<file path="config.mk">
export PLATFORM = sky130hd
export DESIGN_NAME = pc_seq
export DESIGN_NICKNAME = d
export VERILOG_FILES = /design/src/rtl/cpu_pkg.sv /design/src/rtl/pc_seq_ret_stack.sv /design/src/rtl/pc_seq.sv
export SDC_FILE = /design/constraint.sdc
export NUM_CORES = 1
export LEC_CHECK = 0
export CAP_MARGIN = 25
export CORE_AREA = 2 2 39 41
export CTS_CLUSTER_SIZE = 30
export DETAILED_ROUTE_END_ITERATION = 8
export DIE_AREA = 0 0 41 43
export PLACE_DENSITY = 0.74
export RECOVER_POWER = 50
export SYNTH_ARGS = -nofsm -noshare
export SYNTH_HDL_FRONTEND = slang
export SYNTH_SLANG_ARGS = --single-unit
</file>
<file path="constraint.sdc">
create_clock -name CLK -period 2.7 [get_ports CLK]
set_clock_uncertainty 0.1 [all_clocks]
set_input_delay 0.54 -clock CLK [delete_from_list [all_inputs] [get_ports CLK]]
set_output_delay 0.54 -clock CLK [all_outputs]
set_load 0.005 [all_outputs]
</file>
<file path="src/rtl/cpu_pkg.sv">
// Shared core definitions: decoder op codes and the address width.
package cpu_pkg;

  localparam int ADDR_W = 8;

  typedef enum logic [2:0] {
    OP_NONE = 3'd0,
    OP_JMP  = 3'd1,
    OP_BRZ  = 3'd2,
    OP_BRN  = 3'd3,
    OP_CALL = 3'd4,
    OP_RET  = 3'd5,
    OP_HALT = 3'd6,
    OP_RSVD = 3'd7
  } op_kind_t;

endpackage

</file>
<file path="src/rtl/pc_seq_ret_stack.sv">
// ret_stack: parameterised return-address LIFO; dout is the top entry,
// level counts occupied entries. Push on full and pop on empty are ignored.
module ret_stack #(
  parameter int DEPTH = 4,
  parameter int W     = 8
) (
  input  logic                       CLK,
  input  logic                       areset,
  input  logic                       push,
  input  logic                       pop,
  input  logic [W-1:0]               din,
  output logic [W-1:0]               dout,
  output logic                       full,
  output logic                       empty,
  output logic [$clog2(DEPTH+1)-1:0] level
);

  localparam int LW = $clog2(DEPTH + 1);

  // Sized to the full index range so the level-wide pointer indexes it exactly.
  logic [W-1:0]  mem [2**LW];
  logic [LW-1:0] top_idx;

  assign full    = (level == LW'(DEPTH));
  assign empty   = (level == '0);
  assign top_idx = level - LW'(1);
  assign dout    = mem[top_idx];

  // NOTE: only the pointer is reset; entries above level are never read, so
  // the storage needs no reset and can map onto plain registers or RAM.
  always_ff @(posedge CLK) begin
    if (areset) begin
      level <= '0;
    end else if (push && !full) begin
      mem[level] <= din;
      level      <= level + LW'(1);
    end else if (pop && !empty) begin
      level <= top_idx;
    end
  end

endmodule

</file>
<file path="src/rtl/pc_seq.sv">
// pc_seq: program-counter sequencer (jump/branch/call/return/halt, squash).
// Define PC_SEQ_STACK_EN to build the return-address stack.
module pc_seq
  import cpu_pkg::*;
#(
  parameter int STACK_DEPTH = 4
) (
  input  logic                               CLK,
  input  logic                               areset,
  input  logic                               op_valid,
  input  op_kind_t                           op_kind,
  input  logic [ADDR_W-1:0]                  op_target,
  input  logic                               flag_z,
  input  logic                               flag_n,
  input  logic [ADDR_W-1:0]                  pc_cur,
  output logic                               pc_write,
  output logic [ADDR_W-1:0]                  pc_next,
  output logic                               squash,
  output logic                               halted,
  output logic [$clog2(STACK_DEPTH+1)-1:0]   stk_level,
  output logic                               stk_err
);

  typedef enum logic {ST_RUN = 1'b0, ST_HALT = 1'b1} state_t;

  state_t state, state_nxt;
  logic   err_set;
  logic   redirect;

`ifdef PC_SEQ_STACK_EN
  logic              push, pop, stk_full, stk_empty;
  logic [ADDR_W-1:0] stk_top, ret_addr;

  assign ret_addr = pc_cur + ADDR_W'(1);

  ret_stack #(
    .DEPTH (STACK_DEPTH),
    .W     (ADDR_W)
  ) u_ret_stack (
    .CLK    (CLK),
    .areset (areset),
    .push   (push),
    .pop    (pop),
    .din    (ret_addr),
    .dout   (stk_top),
    .full   (stk_full),
    .empty  (stk_empty),
    .level  (stk_level)
  );
`else
  assign stk_level = '0;
`endif

  // NOTE: every output of this block gets a default first, so no path can
  // leave a signal unassigned and infer a latch.
  always_comb begin
    state_nxt = state;
    pc_write  = 1'b0;
    pc_next   = pc_cur;
    err_set   = 1'b0;
`ifdef PC_SEQ_STACK_EN
    push      = 1'b0;
    pc_next   = pc_cur;
    pop       = 1'b0;
`endif
    if (!areset) begin
      if (state == ST_HALT) begin
        pc_write = 1'b1;
      end else if (op_valid && !squash) begin
        case (op_kind)
          OP_JMP: begin
            pc_write = 1'b1;
            pc_next  = op_target;
          end
          OP_BRZ: begin
            pc_write = flag_z;
            pc_next  = op_target;
          end
          OP_BRN: begin
            pc_write = flag_n;
            pc_next  = op_target;
          end
          OP_CALL: begin
            pc_write = 1'b1;
            pc_next  = op_target;
`ifdef PC_SEQ_STACK_EN
            if (stk_full) err_set = 1'b1;
            else          push    = 1'b1;
`endif
          end
          OP_RET: begin
`ifdef PC_SEQ_STACK_EN
            if (stk_empty) begin
              err_set = 1'b1;
            end else begin
              pop      = 1'b1;
              pc_write = 1'b1;
              pc_next  = stk_top;
            end
`else
            err_set = 1'b1;
`endif
          end
          OP_HALT: begin
            pc_write  = 1'b1;
            state_nxt = ST_HALT;
          end
          default: ;
        endcase
      end
    end
  end

  // A halted core keeps writing pc_cur, which must not count as a redirect.
  assign redirect = pc_write && (state == ST_RUN);
  assign halted   = (state == ST_HALT);

  // NOTE: non-blocking assignments keep all state updates in this edge
  // independent of statement order.
  always_ff @(posedge CLK) begin
    if (areset) begin
      state   <= ST_RUN;
      squash  <= 1'b0;
      stk_err <= 1'b0;
    end else begin
      state   <= state_nxt;
      squash  <= redirect;
      stk_err <= stk_err | err_set;
    end
  end

endmodule

</file>
Yosys cells after proc, flatten, opt, wreduce, memory -nomap -nowiden
Index checks and enable logic that the tools add are counted.
{ "op_classes": {"bitwise_logic": 2, "muxes": 15, "n_reduce_logical": 5, "n_eq_ne": 6} }
{ "ops": {"columns": ["op", "n"], "rows": [
  ["8-bit two-way mux", 4],
  ["1-bit two-way mux", 10],
  ["3-bit == test, second input constant", 3],
  ["3-bit by 2-bit == test with 1-bit output, second input constant", 2],
  ["4-bit OR reduction", 1],
  ["3-bit by 1-bit == test with 1-bit output, second input constant", 1],
  ["1-bit case mux with 3 select lines", 1],
  ["3-bit OR reduction", 1],
  ["1-bit logical AND", 2],
  ["1-bit zero test", 1],
  ["1-bit inverter", 1],
  ["1-bit bitwise OR", 1]
]} }
{ "totals": {"output_inout_bits": 15, "wordCells": 31, "regBits": 3} }

Logic depth before layout (Yosys ltp)
{ "logic_depth": {"depth_word": 7, "depth_mapped": 3, "mapped_depth_nobuf": 3} }

Worst setup path after synthesis
Ideal clock, no wire load.
{ "synth_timing": {"path_kind": "input to output", "from": "input op_kind[2]", "to": "output pc_next[0]", "path_buffers": 0, "t_arrival_ps": 1427, "slack_ps": 633, "cell_stages": 3, "path_cell_list": "or3_1 > nand3_4 > mux2_2"} }
{ "synth_via": {"elab_chain_len": 6, "elab_cells_between_ends": 9} }
{ "synth_lines": {"columns": ["element", "line_no", "text"], "rows": [
  ["start, declared", "pc_seq.sv:11", "input op_kind_t op_kind,"],
  ["3-bit == test (tied with other cells)", "pc_seq.sv:70", "case (op_kind)"],
  ["4-bit OR reduction (no source line) (*)", null, null],
  ["8-bit two-way mux (*)", "pc_seq.sv:70", null],
  ["8-bit two-way mux (*)", "pc_seq.sv:69", "end else if (op_valid && !squash) begin"],
  ["8-bit two-way mux (*)", "pc_seq.sv:67", "if (state == ST_HALT) begin"],
  ["8-bit two-way mux (*)", "pc_seq.sv:66", "if (!areset) begin"],
  ["end, declared", "pc_seq.sv:17", "output logic [ADDR_W-1:0] pc_next,"]
]} }
Mark *: on every way between the ends. The rest lies on a longest branch, timed or not.

Worst setup path after layout
{ "layout_timing": {"from": "input op_kind[0]", "to": "output pc_next[2]"} }
Same word-level chain as after synthesis.

==> impl_metrics.toml <==
[status]
outcome = "finished clean"

[critical_path]
worstSetupStartpointType = "input pin"
cp.arrival_ns = 2.01
timing.rr.end = "squash"
cp_slowest_cell = "or3_4"
cp_top_family = "buffers and inverters"
crit_path_end = "pc_next[2]"
cp_num_buf_inv = 3
r2r_start = "halted"
cp.depth = 6
cp_cell_sequence = "dlygate4sd2_1 -> or3_4 -> nand3_4 -> buf_4 -> mux2_2 -> dlygate4sd2_1"
end_kind = "output port"
reg2reg_depth = 2
crit_path_max_fanout = 7
required_ns = 2.06
critical-path-max-stage-delay_ns = 0.40
worstSetupStartpoint = "op_kind[0]"
critical_path_class = "in -> out"
r2r_slack_ns = 1.62
path_common_cell = "dlygate4sd2_1"

[finish]
nFillCells = 135
layout.cells.non_filler = 100
fin_nets = 109
final_util = 0.578
diodes = 0
area_growth_pct = 150
drive_gt1_frac = 0.345

[power]
p_sw_mw = 0.0552
share_seq_of_total_power = 0.214
vdd_drop_max_uv = 199
p_leak_nw = 0.353
power_density_nw_per_um2 = 283
power_frac_clock = 0.349
switching_share = 0.244
combPwrFrac = 0.438
p_int_mw = 0.171

[floorplanning]
rows = 14
dieWidth_um = 41
die_h_um = 43
dieArea_um2 = 1760
initial_core_util = 0.231
io_pins = 39
coreArea_um2 = 1380

[job]
maxCapViolCount = 0

[sta]
maxSlewViolCount = 0
hold_slack_ns = 0.374
fmax_mhz = 378
rsz0062_at_grt = "no"
timing.final.crit_period_ns = 2.65
fin_ws_ns = 0.0527
setup_viol = 0
finalHoldViolCount = 0
setup_tns_ns = 0
min_period_over_period = 0.980

[yosys]
avgSynthCellArea_um2 = 9.42
synth-async-reset-ratio = 0
synth-seq-area-share = 0.188
synth_cell_type_count = 19
yosys_most_used_dff = "dfxtp_1"
yosys_warnings = 0
synthCells = 34
syn-cell-area_um2 = 320
ys_ff_latch = 3
synth_edf_count = 0

[placed_design]
placedCellCount = 89
gp_congestion = 0.578
dpl.hpwl_um = 961
pre_cts_ws_ns = -0.282
io_buffers = 35

[route]
via_count = 426
ant_nets = 0
viasPerCell = 4.26
drtIter0Drc = 6
route.detailed.drc = 0
drt_first_pass_iters = 2
wirelength_um = 1230
routedWlPerCell_um = 12.3

[cts]
cts_hold_buffers = 0
cts_root_buf = "clkbuf_4"
clock_latency_ns = 0.23
clock-sinks = 3
htree_levels = 1
clk_path_buf_depth = 2
clkSlewWorstSetupHoldPaths_ns = 0.04
cts_tree = "built"
cts_buffers = 3

[global_routing]
grt_start_max_net_pins = 8
grt_util_all_layers = 0.155
overflow = 0
antenna_found_initial = 0
grt_pass1_wl_um = 1850
grt_pass1_vias = 448

[min_path]
hp-class = "reg -> reg"
cells by family after synthesis:
group | share of synthesized area
simple gates | 0.309
mux | 0.281
compound gates | 0.129
buf+inv | 0.0820
flops | 0.188
other cells | 0.0117
stage by stage:
| stage | cell area [um2] | power (mW) |
|---|---|---|
| 3_3_place_gp | 713 | 0.146 |
| 3_5_place_dp | 713 | 0.147 |
| 2_1_floorplan | 328 | 0.0815 |
| 6_report | 800 | 0.226 |
| 4_1_cts | 786 | 0.231 |
| 5_1_grt | 800 | 0.243 |
flip-flops by register name, indices dropped and copies added (netlist names):
name and count:
halted 1, squash 1, stk_err 1
area by class of cell:
type	instances	area (um2)	share of cell area
Sequential cell	3	60.1	0.0751
Tap cell	16	20.0	0.0250
Multi-Input combinational cell	29	246	0.308
Clock buffer	4	26.3	0.0329
Inverter	1	3.75	0.00469
Timing Repair Buffer	47	443	0.554
worst min-delay path by stage:
stage / from / end / slack (ns) / cells past startpoint
global route: stk_err / stk_err / 0.42 / 2
CTS: stk_err / stk_err / 0.39 / 2
detailed placement: stk_err / stk_err / 0.37 / 2
finish: stk_err / stk_err / 0.37 / 2
floorplan: stk_err / stk_err / 0.36 / 2
global placement: stk_err / stk_err / 0.37 / 2
power groups by stage:
stage,logic [mW],registers [mW],clock network (mW)
CTS,0.0992,0.0485,0.0837
global route,0.107,0.0486,0.0873
finish,0.0990,0.0484,0.0788
global placement,0.0964,0.0491,0
floorplan,0.0323,0.0491,0
detailed placement,0.0980,0.0492,0
synth_stat cells, types with 2 or more instances:
master	instances	area, um2
buf_4	3	22.5
dfxtp_1	3	60.1
a21oi_1	2	10.0
nor2b_1	2	12.5
mux2_2	8	90.1
nor2_1	3	11.3
placed cells by master, fill, tap and decap left out:
cell type / count
nand2b_1: 1
clkdlybuf4s15_2: 1
dlygate4sd2_1: 7
nand3_4: 1
dfxtp_1: 3
inv_1: 1
conb_1: 3
nor2b_1: 2
clkdlybuf4s15_1: 5
nor2_1: 3
o21ai_1: 1
nor3_1: 1
o221a_2: 1
a21oi_1: 2
or3_4: 1
clkbuf_1: 1
dlymetal6s2s_1: 1
nand4b_1: 1
buf_6: 2
nor4b_4: 1
dlygate4sd3_1: 4
mux2_2: 8
a41oi_1: 1
and2_2: 1
buf_4: 9
o22ai_1: 1
clkbuf_4: 4
clkdlybuf4s50_1: 17
what timing repair did:
item                       CTS  global route
gates resized for setup     23             2
buffers inserted             6             1
pin swaps                    3             2
setup endpoints to repair    9             7
metal layers:
layer,track usage,vias to the layer above,share of wire
li1,-,220,-
met1,0.163,196,0.36
met2,0.259,10,0.58
met3,0.0524,0,0.059
met4,0.0733,0,0
met5,0,-,0
tightest hold or removal path, cell delays in order (launching register included):
cell and delay, ns:
dfxtp_1 0.31, a41oi_1 0.04, nor2_1 0.08
Power figures use the tool's default switching activity.
